===== config.mk =====
export PLATFORM = sky130hd
export DESIGN_NAME = da_stream_ctrl
export DESIGN_NICKNAME = d
export VERILOG_FILES = /design/src/rtl/da_stream_ctrl.sv
export SDC_FILE = /design/constraint.sdc
export NUM_CORES = 1
export LEC_CHECK = 0
export ABC_AREA = 1
export ABC_CLOCK_PERIOD_IN_PS = 5430
export BUFFER_PORTS_ARGS = -buffer_cell sky130_fd_sc_hd__buf_2
export CORE_ASPECT_RATIO = 0.75
export CORE_UTILIZATION = 33
export DETAILED_ROUTE_END_ITERATION = 16
export SYNTH_ARGS = -nofsm -noshare
export SYNTH_HDL_FRONTEND = slang
export SYNTH_SLANG_ARGS = --single-unit

===== constraint.sdc =====
create_clock -name CLK -period 5.43 [get_ports CLK]
set_clock_uncertainty 0.05 [all_clocks]
set_input_delay 0.2715 -clock CLK [delete_from_list [all_inputs] [get_ports CLK]]
set_output_delay 0.2715 -clock CLK [all_outputs]
set_load 0.02 [all_outputs]

===== src/rtl/da_stream_ctrl.sv =====
// rtl/da_stream_ctrl.sv - DAC0808 sample streaming controller
// Bus-written sample FIFO drained onto the DAC pins at a programmable rate.
module da_stream_ctrl #(
  parameter logic [9:0] BASE       = 10'h1F8,
  parameter int         DEPTH_LOG2 = 4,
  parameter int         DIV_W      = 16
) (
  input  logic       CLK,
  input  logic       RST,
  input  logic       AEN,
  input  logic [9:0] A,
  input  logic       IOR,
  input  logic       IOW,
  input  logic [7:0] DATAIN,
  output logic [7:0] DATAOUT,
  output logic [7:0] OUT,
  output logic       IRQ
);
  localparam int DEPTH = 2 ** DEPTH_LOG2;
  localparam int CW    = DEPTH_LOG2 + 1;

  typedef enum logic {IDLE, COUNT} state_t;

  state_t                state_q, state_d;
  logic [DIV_W-1:0]      cnt_q, cnt_d;
  logic [DIV_W-1:0]      div_q, div_d;
  logic                  run_q, run_d;
  logic                  underrun_q, underrun_d;
  logic                  irq_q, irq_d;
  logic [7:0]            out_q, out_d;
  logic                  iow_prev_q, iow_prev_d;
  logic                  ior_prev_q, ior_prev_d;
  logic [7:0]            mem_q [DEPTH];
  logic [7:0]            mem_d [DEPTH];
  logic [DEPTH_LOG2-1:0] rd_ptr_q, rd_ptr_d;
  logic [DEPTH_LOG2-1:0] wr_ptr_q, wr_ptr_d;
  logic [CW-1:0]         count_q, count_d;

  logic [9:0]  a_rel;
  logic        sel;
  logic [1:0]  off;
  logic        wr_evt, rd_evt;
  logic        wr_data, wr_ctrl, start, stop, flush;
  logic        full, empty, tick, pop, push;
  logic [15:0] div_wide;
  logic [7:0]  status;

  assign a_rel   = A - BASE;
  assign sel     = AEN && (a_rel < 10'd4);
  assign off     = a_rel[1:0];
  // Strobes are edge-detected so a long strobe still yields one action.
  assign wr_evt  = sel && !IOW && iow_prev_q;
  assign rd_evt  = sel && !IOR && ior_prev_q;
  assign wr_data = wr_evt && (off == 2'd0);
  assign wr_ctrl = wr_evt && (off == 2'd1);
  assign start   = wr_ctrl && DATAIN[0] && !run_q;
  assign stop    = wr_ctrl && !DATAIN[0];
  assign flush   = wr_ctrl && DATAIN[1];

  assign full    = (count_q == CW'(DEPTH));
  assign empty   = (count_q == '0);
  assign tick    = (state_q == COUNT) && (cnt_q == '0) && !stop;
  assign pop     = tick && !empty && !flush;
  assign push    = wr_data && (!full || pop);
  assign status  = {full, empty, underrun_q, 5'(count_q)};

  always_comb begin
    state_d = state_q;
    cnt_d   = cnt_q;
    case (state_q)
      IDLE: begin
        cnt_d = '0;
        if (start) begin
          state_d = COUNT;
          cnt_d   = div_q;
        end
      end
      COUNT: begin
        if (cnt_q == '0) cnt_d = div_q;
        else             cnt_d = cnt_q - 1'b1;
        if (stop) begin
          state_d = IDLE;
          cnt_d   = '0;
        end
      end
      default: begin
        state_d = IDLE;
        cnt_d   = '0;
      end
    endcase
  end

  always_comb begin
    run_d      = run_q;
    div_d      = div_q;
    div_wide   = 16'(div_q);
    out_d      = out_q;
    mem_d      = mem_q;
    rd_ptr_d   = rd_ptr_q;
    wr_ptr_d   = wr_ptr_q;
    count_d    = count_q + CW'(push) - CW'(pop);
    underrun_d = underrun_q;
    irq_d      = run_q && (count_q <= CW'(DEPTH / 2));
    iow_prev_d = IOW;
    ior_prev_d = IOR;

    if (wr_ctrl) run_d = DATAIN[0];
    if (wr_evt && off == 2'd2) div_wide[7:0]  = DATAIN;
    if (wr_evt && off == 2'd3) div_wide[15:8] = DATAIN;
    div_d = DIV_W'(div_wide);

    if (pop) begin
      out_d    = mem_q[rd_ptr_q];
      rd_ptr_d = rd_ptr_q + 1'b1;
    end
    if (push) begin
      mem_d[wr_ptr_q] = DATAIN;
      wr_ptr_d        = wr_ptr_q + 1'b1;
    end
    if (flush) begin
      rd_ptr_d = '0;
      wr_ptr_d = '0;
      count_d  = '0;
    end

    // A fresh underrun outranks a status read clearing the old one.
    if (tick && empty)               underrun_d = 1'b1;
    else if (rd_evt && off == 2'd1)  underrun_d = 1'b0;
  end

  always_ff @(posedge CLK or posedge RST) begin
    if (RST) begin
      state_q    <= IDLE;
      cnt_q      <= '0;
      div_q      <= '0;
      run_q      <= 1'b0;
      underrun_q <= 1'b0;
      irq_q      <= 1'b0;
      out_q      <= 8'h00;
      iow_prev_q <= 1'b1;
      ior_prev_q <= 1'b1;
      rd_ptr_q   <= '0;
      wr_ptr_q   <= '0;
      count_q    <= '0;
      for (int i = 0; i < DEPTH; i++) mem_q[i] <= 8'h00;
    end else begin
      state_q    <= state_d;
      cnt_q      <= cnt_d;
      div_q      <= div_d;
      run_q      <= run_d;
      underrun_q <= underrun_d;
      irq_q      <= irq_d;
      out_q      <= out_d;
      iow_prev_q <= iow_prev_d;
      ior_prev_q <= ior_prev_d;
      rd_ptr_q   <= rd_ptr_d;
      wr_ptr_q   <= wr_ptr_d;
      count_q    <= count_d;
      mem_q      <= mem_d;
    end
  end

  always_comb begin
    DATAOUT = 8'h00;
    if (sel && !IOR) begin
      case (off)
        2'd0:    DATAOUT = out_q;
        2'd1:    DATAOUT = status;
        2'd2:    DATAOUT = 8'(16'(div_q));
        default: DATAOUT = 8'(16'(div_q) >> 8);
      endcase
    end
  end

  assign OUT = out_q;
  assign IRQ = irq_q;

endmodule


==> impl_metrics.toml, run 1 <==
[worst_setup_path]
crit_family = "simple AND/OR/NAND/NOR gates"
worstPathCellList = "inv_1 -> ha_1 -> nand3_1 -> nor2_1 -> nand2_1 -> nor2_1 -> nand4_4 -> o21ai_4 -> nand2_2 -> ha_1 -> inv_1 -> ha_1 -> fa_1 -> a21oi_1 -> nor2_1 -> nor2_1 -> xnor2_1 -> nor2_1"
rr_worst_depth = 18
cpMostUsedCell = "nor2_1"
worstPathRequired_ps = 5720
crit_buf_inv = 2
cp_max_fo = 8
critPathCaptureType = "flop"
slowest_stage = "fa_1"
max_stage_delay_ps = 400
cp_data_arrival_time_ps = 3780
crit_cells = 18
start_kind = "flop"
critical_path_class = "flop to flop"

[yosys]
ys_warn_count = 0
syn_avg_cell_area_um2 = 7.98
ys_seq_area_share_pct = 46.5
yosysTopAreaCellShare_pct = 46.0
synth_nets = 1300
synth_edf_count = 0
ys_ff_latch = 187
synth.area.top_cells = "dfrtp_1 (46%), nand2_1 (13%), nand4_1 (8.5%), nor2_1 (5.2%), o21ai_0 (3.9%)"
syn_area_um2 = 10100
ys.flop_type = "dfrtp_1"
yosysMostFrequentCell = "nand2_1"
yosysTopAreaCell = "dfrtp_1"
synthTopCellsByCount = "nand2_1 (348), dfrtp_1 (185), nor2_1 (139)"
ys_types = 46
async_flop_share_pct = 100
synthCells = 1261

[power]
power_per_cell_area_nw_per_um2 = 334
p_sw_share_pct = 34.5
p_leak_nw = 5.43
peakVddDrop_mv = 0.192
p_switching_mw = 1.27
seqPwrFrac_pct = 40.8
comb_power_share_pct = 24.2
p_clk_share_pct = 35.1
intPower_mw = 2.41

[die]
die_y_um = 153
ios = 40
die_x_um = 204
start_util_pct = 34.1
rows = 54
die_area_um2 = 31200
core_um2 = 29500

[outcome]
status = "finished with violations"
violations = "hold timing"

[route]
drt-vias-per-instance = 5.44
vias = 9008
drc = 0
drt_iter0_drc = 911
ant_nets = 0
wl_per_cell_um = 18.5
drt_wl_total_mm = 30.6
drtPass1Iterations = 5

[finish]
final_cells = 1655
utilization_pct = 37.3
num_antenna_cells = 0
syn2layout_area_growth_pct = 9.56
design_area_um2 = 11000
nNetsFinal = 1289
drive_above_1_share_pct = 9.42
fillers = 3045

[placement]
postPlaceCellArea_um2 = 10400
dp_slack_ps = 1840
portBuffers = 39
dp_cells = 1621
dp_hpwl_mm = 19.0
finalWeightedCongestion = 0.853

[timing]
setup_viol = 0
fin_setup_tns_ps = 0
maxClockFrequency_ghz = 0.287
tightest_slew_ps = 1040
fin_hold_ws_ps = -31.3
final.min_clock_period_ps = 3490
finalMaxSlewViolations = 0
slew_headroom_pct = 30.5
fin_ws_ps = 1940
finalHoldViolations = 13
grt_setup_unrepaired = "no"
period_share_pct = 64.3

[global_routing]
overflow = 0
track_usage_pct = 20.0
grt_first_pass_wirelength_mm = 48.4
antenna_found_initial = 0
grt_max_degree = 149
grt_pass1_vias = 8243

[flow_run]
drv_cap = 0

[cts]
cts_tree = "done"
htree_levels = 4
hold_buffers = 2
cts-root-buf = "clkbuf_16"
clk_path_buf_depth = 2
cts_buffers = 17
clk_latency_ps = 450
cts.sinks = 187
postCtsSetupBuffers = 0
clkSlewWorstSetupHoldPaths_ps = 70
post_cts_resized = 0

[min_path]
hp-class = "primary input to async pin"
==> sequential cells by signal (all words and copies together), names as in the netlist, 4 cells and up <==
signal and count:
rd_ptr_q 4, wr_ptr_q 4, cnt_q 16, count_q 5, OUT 8, div_q 16, mem_q 128
==> placed cells by master, fill, tap and decap left out, drive strengths merged, types with 11 or more instances in the layout <==
master / count
dfrtp: 185
nand4: 138
a21oi: 34
a31oi: 11
ha: 15
nand2: 350
clkbuf: 19
inv: 89
o21ai: 81
nor2: 146
o221ai: 20
nor3: 12
o22ai: 15
buf: 47
nand3: 49
==> power groups by stage <==
stage	logic (mW)	clock network, mW	registers, mW
after global routing	0.975	1.36	1.51
after floorplan	0.608	0	1.53
after CTS	0.877	1.31	1.50
after global placement	0.872	0	1.53
after detailed placement	0.877	0	1.53
final	0.891	1.29	1.50
==> layer usage <==
metal,vias up,GRT usage [%],part of all wire [%]
met2,355,27.9,43
li1,4260,-,-
met3,44,4.09,6.7
met1,4349,30.3,48
met4,0,6.34,2.2
met5,-,0,0
==> per-stage QoR <==
stage	hold WS (ps)	power (mW)
4_1_cts	44.8	3.69
2_1_floorplan	226	2.14
3_3_place_gp	341	2.40
6_report	-31.3	3.69
5_1_grt	52.8	3.85
3_5_place_dp	345	2.41
==> kinds of logic (layout without fill, tap and decap cells) <==
group                    count (synthesis)  after routing  share of synthesized area, %
flip-flops                             187            187                          46.5
buffers and inverters                  169            171                          7.66
adder cells (fa/ha/maj)                 16             16                          2.06
AO/OA/AOI/OAI                          175            175                          10.4
AND/OR/NAND/NOR                        700            700                          32.1
multiplexers                             1              1                        0.0995
XOR/XNOR                                13             13                          1.13
==> worst paths after layout <==
check                          start    endpoint  slack [ps]
max                         cnt_q[0]  count_q[4]        1940
min                              RST   mem_q[57]         -30
max reg2reg                 cnt_q[0]  count_q[4]        1940
min reg2reg                mem_q[50]   mem_q[50]         420
max in group asynchronous        RST   mem_q[61]        4070
min in group CLK           DATAIN[2]   mem_q[18]         290
==> area by class of cell <==
type | instances | area (um^2) | share of cell area, %
Clock buffer | 19 | 453 | 4.11
Inverter | 90 | 345 | 3.13
Multi-Input combinational cell | 905 | 4610 | 41.8
Sequential cell | 187 | 4680 | 42.5
Timing Repair Buffer | 49 | 300 | 2.72
Clock inverter | 13 | 143 | 1.29
Tap cell | 392 | 490 | 4.45
(Power assumes the default switching activity.)
==> run 2, diff against run 1 <==
- ABC_AREA: 1 -> 0
- ABC_CLOCK_PERIOD_IN_PS: 5430 -> 3500
- clock period: 5.43 -> 3.5 ns (I/O delays scaled with it)
==> impl_metrics.toml, run 2 <==
[outcome]
status = "finished clean"

[timing]
setup_viol = 0
slew_headroom_pct = 48.6
fin_ws_ps = 322
period_share_pct = 90.8
final.min_clock_period_ps = 3180
grt_setup_unrepaired = "no"
finalMaxSlewViolations = 0
maxClockFrequency_ghz = 0.315
fin_setup_tns_ps = 0
finalHoldViolations = 0
tightest_slew_ps = 769

[placement]
dp_cells = 1029
dp_hpwl_mm = 15.2
portBuffers = 39
finalWeightedCongestion = 0.848
dp_slack_ps = 391

[power]
p_sw_share_pct = 30.4
comb_power_share_pct = 19.9
power_per_cell_area_nw_per_um2 = 536
peakVddDrop_mv = 0.350
p_switching_mw = 1.73
seqPwrFrac_pct = 44.6
intPower_mw = 3.95
p_leak_nw = 5.06
p_clk_share_pct = 35.5

[worst_setup_path]
cp_max_fo = 8
slowest_stage = "nor4_4"
cpMostUsedCell = "nor2_1"
max_stage_delay_ps = 510
worstPathRequired_ps = 3760
cp_data_arrival_time_ps = 3430
critical_path_class = "flop to flop"
start_kind = "flop"
worstPathCellList = "nor4_4 -> nand4b_1 -> o31ai_4 -> nand2b_1 -> ha_1 -> inv_1 -> ha_1 -> fa_1 -> a21oi_1 -> nor2_1 -> nor2_1 -> xnor2_1 -> nor2_1"
critPathCaptureType = "flop"

[finish]
final_cell_mix = "dfrtp_1 (184), mux2_2 (149), mux4_2 (40), buf_2 (39), nand2_1 (22)"
nNetsFinal = 739
final_cells = 1065
seq_area_um2 = 4680
largest_register = "mem_q"
reg.largest.list = "mem_q (128), cnt_q (16), div_q (16)"
utilization_pct = 38.8
fillers = 2597
largest_reg_flops = 128
syn2layout_area_growth_pct = 14.1
drive_above_1_share_pct = 42.4
final_common_cell = "dfrtp_1"
multi_input_area_um2 = 4400

[yosys]
synth.area.top_cells = "dfrtp_1 (50%), mux2_2 (18%), mux4_2 (9.7%), ha_1 (2.0%), a32o_1 (1.6%)"
ys_warn_count = 0
syn_avg_cell_area_um2 = 14.1
yosysTopAreaCell = "dfrtp_1"
yosysMostFrequentCell = "dfrtp_1"
synth_edf_count = 0
ys_types = 53
ys.flop_type = "dfrtp_1"
synthTopCellsByCount = "dfrtp_1 (185), mux2_2 (149), mux4_2 (40)"
syn_area_um2 = 9280
synth_nets = 696
async_flop_share_pct = 100
ys_ff_latch = 187
synthCells = 657
ys_seq_area_share_pct = 50.4
yosysTopAreaCellShare_pct = 49.9

[route]
drt-vias-per-instance = 5.45
ant_nets = 0
drc = 0
drtPass1Iterations = 5
wl_per_cell_um = 20.4
drt_wl_total_mm = 21.7
vias = 5805
drt_iter0_drc = 458

[die]
rows = 52
ios = 40
die_x_um = 196
start_util_pct = 34.0
core_um2 = 27300
die_y_um = 147
die_area_um2 = 28800

[min_path]
hp-class = "primary input to flop"

[cts]
clk_latency_ps = 440
clkSlewWorstSetupHoldPaths_ps = 70
cts.sinks = 187
clk_path_buf_depth = 2
cts-root-buf = "clkbuf_16"
cts_tree = "done"
htree_levels = 4
cts_buffers = 17
post_cts_resized = 0

[global_routing]
track_usage_pct = 16.1
grt_max_degree = 92
grt_first_pass_wirelength_mm = 35.3
antenna_found_initial = 0
overflow = 0
grt_pass1_vias = 5906

[flow_run]
drv_cap = 0
-- run 2: power groups by stage --
stage | clock (mW) | sequential [mW] | combinational [mW]
6_report | 2.01 | 2.53 | 1.13
3_5_place_dp | 0 | 2.57 | 1.12
3_3_place_gp | 0 | 2.57 | 1.13
2_1_floorplan | 0 | 2.46 | 0.910
5_1_grt | 2.15 | 2.56 | 1.25
4_1_cts | 2.05 | 2.53 | 1.14
-- run 2: critical path: cells and delay by family, from the launching register on --
kind	cells	cell delay (ps)
fa+ha+maj	3	880
xor+xnor	1	130
flops	1	440
simple gates	6	1100
compound gates	2	420
buf+inv	1	40
-- run 2: stage by stage --
| stage | instance area [um^2] | hold slack [ps] | total power, mW |
|---|---|---|---|
| 3_3_place_gp | 9940 | 124 | 3.70 |
| 2_1_floorplan | 9290 | 129 | 3.37 |
| 6_report | 10600 | 191 | 5.68 |
| 4_1_cts | 10600 | 189 | 5.72 |
| 3_5_place_dp | 9940 | 133 | 3.69 |
| 5_1_grt | 10600 | 207 | 5.96 |
-- run 2: final timing paths --
kind                          start     endpoint  slack (ps)  cells after the start
max in group asynchronous       RST  wr_ptr_q[1]        2230                      4
setup reg to reg           cnt_q[3]   count_q[4]         320                     13
hold reg to reg            mem_q[5]     mem_q[5]         440                      1
hold / removal                 A[1]        run_q         190                      4
min in group asynchronous       RST   mem_q[107]         200                      3
setup / recovery           cnt_q[3]   count_q[4]         320                     13
-- run 2: kinds of logic (layout without fill, tap and decap cells) --
family / after synthesis / after routing / synth area share [%]
buffers and inverters: 52 / 108 / 2.36
AND/OR/NAND/NOR: 127 / 127 / 9.92
flip-flops: 187 / 187 / 50.4
other: 0 / 1 / 0
XOR/XNOR: 15 / 15 / 1.42
AO/OA/AOI/OAI: 67 / 67 / 5.38
adder cells (fa/ha/maj): 16 / 16 / 2.24
multiplexers: 193 / 193 / 28.3
-- run 2: timing repair --
item	in CTS	in global routing
setup buffers	0	0
hold buffers	3	0
endpoints found under the hold margin	13	0
-- run 2: per-layer routing --
layer	up-vias	share of wire, %	global-route usage, %
met5	-	0	0
met4	0	0.56	3.16
met3	12	5.6	4.68
met2	144	41	22.2
met1	3067	53	24.8
li1	2582	-	-
-- run 2: layout make-up --
| type | instances | area share (%) |
|---|---|---|
| Sequential cell | 187 | 44.2 |
| Clock buffer | 20 | 4.31 |
| Antenna cell | 1 | 0.0236 |
| Timing Repair Buffer | 60 | 3.64 |
| Clock inverter | 12 | 1.48 |
| Multi-Input combinational cell | 418 | 41.6 |
| Tap cell | 351 | 4.15 |
| Inverter | 16 | 0.603 |
